$ cat config.mk
export PLATFORM = sky130hd
export DESIGN_NAME = dmem_arbiter
export DESIGN_NICKNAME = d
export VERILOG_FILES = /design/src/rtl/dmem_arbiter_pkg.sv /design/src/rtl/dmem_arbiter_rr_arb2.sv /design/src/rtl/dmem_arbiter.sv
export SDC_FILE = /design/constraint.sdc
export NUM_CORES = 1
export LEC_CHECK = 0
export CAP_MARGIN = 20
export CORE_AREA = 2 2 92 94
export DETAILED_ROUTE_END_ITERATION = 10
export DIE_AREA = 0 0 94 96
export GPL_TIMING_DRIVEN = 0
export MAX_ROUTING_LAYER = met4
export PLACE_DENSITY = 0.82
export SLEW_MARGIN = 20
export SYNTH_ARGS = -nofsm -noshare
export SYNTH_HDL_FRONTEND = slang
export SYNTH_SLANG_ARGS = --single-unit
$ cat constraint.sdc
create_clock -name CLK -period 1.93 [get_ports CLK]
set_clock_uncertainty 0.05 [all_clocks]
set_input_delay 0.386 -clock CLK [delete_from_list [all_inputs] [get_ports CLK]]
set_output_delay 0.386 -clock CLK [all_outputs]
set_load 0.02 [all_outputs]
$ cat src/rtl/dmem_arbiter_pkg.sv
// rtl/dmem_arbiter_pkg.sv - shared widths, FSM encoding and round-robin encodings for dmem_arbiter
package dmem_arbiter_pkg;

  localparam int ADDR_W = 12;
  localparam int DATA_W = 32;
  localparam int CNT_W  = 16;

  typedef enum logic {
    IDLE      = 1'b0,
    CPU_RDATA = 1'b1
  } state_t;

  localparam logic LAST_CPU  = 1'b0;
  localparam logic LAST_HOST = 1'b1;

  // Grant vector bit positions.
  localparam int GNT_CPU  = 0;
  localparam int GNT_HOST = 1;

  function automatic logic [CNT_W-1:0] sat_inc(input logic [CNT_W-1:0] v);
    return (v == {CNT_W{1'b1}}) ? v : v + {{(CNT_W-1){1'b0}}, 1'b1};
  endfunction

endpackage

$ cat src/rtl/dmem_arbiter_rr_arb2.sv
// rtl/dmem_arbiter_rr_arb2.sv - two-way round-robin grant: on conflict the side not granted last wins
module rr_arb2
  import dmem_arbiter_pkg::*;
(
  input  logic       req_cpu,
  input  logic       req_host,
  input  logic       last,
  output logic [1:0] gnt
);

  always_comb begin
    gnt = 2'b00;
    if (req_cpu && req_host) begin
      if (last == LAST_HOST) gnt[GNT_CPU] = 1'b1;
      else                   gnt[GNT_HOST] = 1'b1;
    end else if (req_cpu) begin
      gnt[GNT_CPU] = 1'b1;
    end else if (req_host) begin
      gnt[GNT_HOST] = 1'b1;
    end
  end

endmodule

$ cat src/rtl/dmem_arbiter.sv
// rtl/dmem_arbiter.sv - shares one BRAM port between CPU and host with round-robin on conflict
// Optional saturating conflict counter port CONFLICT_CNT under DMEM_ARB_STATS_EN.
module dmem_arbiter
  import dmem_arbiter_pkg::*;
(
  input  logic              CLK,
  input  logic              RST,
  input  logic              CPU_REQ,
  input  logic              CPU_WE,
  input  logic [ADDR_W-1:0] CPU_ADDR,
  input  logic [DATA_W-1:0] CPU_DIN,
  output logic [DATA_W-1:0] CPU_DOUT,
  output logic              CPU_STALL,
  input  logic              HOST_REQ,
  input  logic              HOST_WE,
  input  logic [ADDR_W-1:0] HOST_ADDR,
  input  logic [DATA_W-1:0] HOST_DIN,
  output logic              HOST_GNT,
  output logic [DATA_W-1:0] HOST_DOUT,
  output logic              HOST_VLD,
`ifdef DMEM_ARB_STATS_EN
  output logic [CNT_W-1:0]  CONFLICT_CNT,
`endif
  output logic              MEM_EN,
  output logic              MEM_WE,
  output logic [ADDR_W-1:0] MEM_ADDR,
  output logic [DATA_W-1:0] MEM_DIN,
  input  logic [DATA_W-1:0] MEM_DOUT
);

  state_t            state;
  state_t            next_state;
  logic              last;
  logic              host_pend;
  logic [DATA_W-1:0] host_dout_q;
  logic              cpu_elig;
  logic              host_elig;
  logic [1:0]        gnt;
  logic              gnt_cpu;
  logic              gnt_host;

  // Eligibility is masked by reset so no access or grant leaks out while RST=1.
  assign cpu_elig  = CPU_REQ && (state == IDLE) && !RST;
  assign host_elig = HOST_REQ && !RST;

  rr_arb2 u_rr_arb2 (
    .req_cpu  (cpu_elig),
    .req_host (host_elig),
    .last     (last),
    .gnt      (gnt)
  );

  assign gnt_cpu  = gnt[GNT_CPU];
  assign gnt_host = gnt[GNT_HOST];

  always_comb begin
    MEM_EN   = gnt_cpu | gnt_host;
    MEM_WE   = 1'b0;
    MEM_ADDR = CPU_ADDR;
    MEM_DIN  = CPU_DIN;
    if (gnt_host) begin
      MEM_WE   = HOST_WE;
      MEM_ADDR = HOST_ADDR;
      MEM_DIN  = HOST_DIN;
    end else if (gnt_cpu) begin
      MEM_WE = CPU_WE;
    end
  end

  assign HOST_GNT = gnt_host;

  // A CPU read stalls in its grant cycle and is released in CPU_RDATA.
  assign CPU_STALL = CPU_REQ && !RST &&
                     !((gnt_cpu && CPU_WE) || (state == CPU_RDATA));
  assign CPU_DOUT  = MEM_DOUT;

  assign HOST_VLD  = host_pend;
  assign HOST_DOUT = host_pend ? MEM_DOUT : host_dout_q;

  always_ff @(posedge CLK) begin
    if (RST) state <= IDLE;
    else     state <= next_state;
  end

  always_comb begin
    next_state = state;
    case (state)
      IDLE:      if (gnt_cpu && !CPU_WE) next_state = CPU_RDATA;
      CPU_RDATA: next_state = IDLE;
      default:   next_state = IDLE;
    endcase
  end

  always_ff @(posedge CLK) begin
    if (RST) begin
      last        <= LAST_HOST;
      host_pend   <= 1'b0;
      host_dout_q <= '0;
    end else begin
      if (gnt_cpu)       last <= LAST_CPU;
      else if (gnt_host) last <= LAST_HOST;
      host_pend <= gnt_host && !HOST_WE;
      if (host_pend) host_dout_q <= MEM_DOUT;
    end
  end

`ifdef DMEM_ARB_STATS_EN
  logic [CNT_W-1:0] conflict_cnt;

  always_ff @(posedge CLK) begin
    if (RST)                         conflict_cnt <= '0;
    else if (cpu_elig && host_elig)  conflict_cnt <= sat_inc(conflict_cnt);
  end

  assign CONFLICT_CNT = conflict_cnt;
`endif

endmodule

==> out/metrics.cfg, run 1 <==
[synth]
ys_ff_latch=35
synth.net_count=328
ys_types=24
syn_area_per_cell_um2=11.8
yosys_warnings=0
ys_seq_area_share_pct=29.5
synth_cells=202
syn_area_um2=2370

[sta]
holdWs_ns=0.466
tightestPinTransition_ns=0.433
clock.fmax_ghz=0.466
finalWorstSetupSlack_ns=-0.216
final.setup.tns_ns=-7.17
report.final.slew_viol_count=0
setup_viol=44
period_share_pct=111
min_period_ns=2.15
hold_viol=0
max_slew_margin_pct=71.1
rsz0062_at_grt=true

[grt]
track_usage_pct=19.5
antenna_found_initial=0
use_met3_pct=5.87
grt_use_met2_pct=35.5
grt_pass1_vias=2559
grt-ovfl-total=0
use_met1_pct=20.1
grt_max_degree=11
grt_pass1_wl_mm=13.1
top_usage_layer=met2

[cts]
cts_buffers=5
ctsHoldBuffers=0
cts_sinks=35
htree_levels=2
clock_latency_ns=0.27
tritoncts=yes
path_clk_slew_ns=0.06
clock_path_buffers=2
root_buffer=clkbuf_8

[place]
place_congestion=0.730
port_buffers=238
place_inst=545
dp_hpwl_mm=7.58

[setup_path]
arrival_ns=1.71
slowest_stage=and3b_4
path_class=reg2out
cp_max_fo=5
critical_path.max_stage_delay_ns=0.33
crit_path_end_kind=output pin
cp_top_family=buffers and inverters
critPathLaunchType=flop
crit_required_ns=1.49
path_cells=and3b_4, nor2_8, buf_8, clkbuf_16, mux2_4, buf_6
critPathBufInv=3

[finish]
drive_gt1_share_pct=46.0
fill_cells=691
antenna_cells=0
fin_cells=559
syn2layout_area_growth_pct=108
nets=581

[flow_run]
cap_violations=0

[drt]
wl_mm=9.27
viasPerCell=4.34
drtIter0Drc=24
drt_first_pass_iters=4
ant_nets=0
vias=2426
drc=0
drt-wirelength-per-cell_um=16.6

[pwr]
ir_drop_mv=0.360
power_leakage_nw=2.32
p_per_area_nw_per_um2=470
power.total_w=0.00233

[floorplan]
rows=33
dieHeight_um=96
die_w_um=94
io_pins=239
fp.coreArea_um2=8050
dieArea_um2=9020
start_util_pct=29.5

[run_status]
violations=negative setup slack
status=complete, but fails checks

[min_path]
worst_hold_path_type=reg2reg

==> where the power goes <==
| group | switching (W) | internal (W) | total, W |
|---|---|---|---|
| Sequential | 0.00000612 | 0.000744 | 0.000750 |
| Clock | 0.000247 | 0.000239 | 0.000486 |
| Combinational | 0.000442 | 0.000648 | 0.00109 |
==> per-stage QoR <==
step | cell area [um2] | util [%] | worst slack (ns)
after floorplan | 2370 | - | 0.166
after global placement | 4890 | 60.7 | -0.937
after detailed placement | 4890 | 60.7 | -0.946
after CTS | 4900 | 60.9 | -0.237
after global routing | 4950 | 61.4 | -0.263
final | 4950 | 61.4 | -0.216
==> worst register-to-register path, delay by kind of cell, from the launching register on <==
family                 cells  cell delay, ns
flip-flops                 1            0.33
multiplexers               1            0.35
AND/OR/NAND/NOR            1            0.12
buffers and inverters      2            0.30
==> worst paths after layout <==
check / start / end / slack, ns / cells after the start
max: state$_SDFF_PP0_ / MEM_ADDR[2] / -0.22 / 6
min: last$_SDFFE_PP1P_ / last$_SDFFE_PP1P_ / 0.47 / 2
max reg2reg: HOST_VLD$_SDFF_PP0_ / host_dout_q[23]$_SDFF_PP0_ / 0.66 / 4
min reg2reg: last$_SDFFE_PP1P_ / last$_SDFFE_PP1P_ / 0.47 / 2
==> cell usage after synthesis <==
cell type	count	area, um2
mux2_4	39	586
nor2_1	1	3.75
nand2b_2	1	8.76
nor4b_1	1	8.76
o21bai_1	1	7.51
nand2_1	1	3.75
nor2b_1	32	200
a21oi_1	1	5.00
buf_2	3	15.0
buf_12	4	80.1
nand2b_1	2	12.5
nor2_8	1	20.0
nand3b_1	1	7.51
o32ai_1	1	8.76
buf_4	32	240
clkbuf_1	4	15.0
a211oi_1	1	7.51
inv_1	1	3.75
dfxtp_1	35	701
and3b_4	1	12.5
mux2_1	5	56.3
clkbuf_2	1	5.00
nor3_1	1	5.00
mux2_2	32	360
==> state kept, by name, summed over array words and instances (netlist names) <==
| register | flops |
|---|---|
| HOST_VLD | 1 |
| host_dout_q | 32 |
| last | 1 |
| state | 1 |
==> per-layer routing <==
metal | up-vias | wire length [um]
met3 | 14 | 911
met2 | 138 | 4790
met1 | 1115 | 3360
met4 | 0 | 209
li1 | 1159 | -
met5 | - | 0
==> placed cells by master, fill, tap and decap left out, types with 2 or more instances in the layout <==
| master | count |
|---|---|
| buf_12 | 4 |
| buf_2 | 36 |
| buf_4 | 36 |
| buf_6 | 43 |
| buf_8 | 2 |
| clkbuf_1 | 2 |
| clkbuf_2 | 2 |
| clkbuf_8 | 6 |
| clkdlybuf4s15_1 | 3 |
| clkdlybuf4s50_1 | 123 |
| dfxtp_1 | 33 |
| dfxtp_2 | 2 |
| dlygate4sd2_1 | 36 |
| mux2_1 | 5 |
| mux2_2 | 32 |
| mux2_4 | 39 |
| nand2b_1 | 2 |
| nor2b_1 | 32 |
==> cell type report <==
class	count	area [um2]	share of cell area [%]
clock buffers	5	68.8	1.39
flip-flops and latches	35	703	14.2
well taps	105	131	2.66
inverters	1	3.75	0.0759
plain buffers	43	369	7.46
multi-input cells	122	1330	26.8
clock inverters	1	7.51	0.152
repair buffers	247	2340	47.2
==> logic make-up (layout without fill, tap and decap cells) <==
group                  Yosys count  in the layout  share of synthesized area (%)
flip-flops                      35             35                           29.5
AO/OA/AOI/OAI                    4              4                           1.21
multiplexers                    76             76                           42.2
buffers and inverters           45            297                           15.1
AND/OR/NAND/NOR                 42             42                           11.9
==> repair_timing <==
item / 4_1_cts / 5_1_grt
cloned: 1 / 1
pin swaps: 1 / 0
gates resized for setup: 440 / 12
setup buffers: 7 / 1
endpoints found under the setup margin: 112 / 78
No activity file was read; power rests on OpenSTA's default activity.
==> run 2, diff against run 1 <==
--- a/config.mk
+++ b/config.mk
@@ -5,8 +5,9 @@
 export SDC_FILE = /design/constraint.sdc
 export NUM_CORES = 1
 export LEC_CHECK = 0
-export CAP_MARGIN = 20
+export CAP_MARGIN = 10
 export CORE_AREA = 2 2 92 94
+export CTS_CLUSTER_SIZE = 25
 export DETAILED_ROUTE_END_ITERATION = 10
 export DIE_AREA = 0 0 94 96
 export GPL_TIMING_DRIVEN = 0
==> results of run 2 <==
No change in the layout: final DEF, timing and power equal those of run 1.
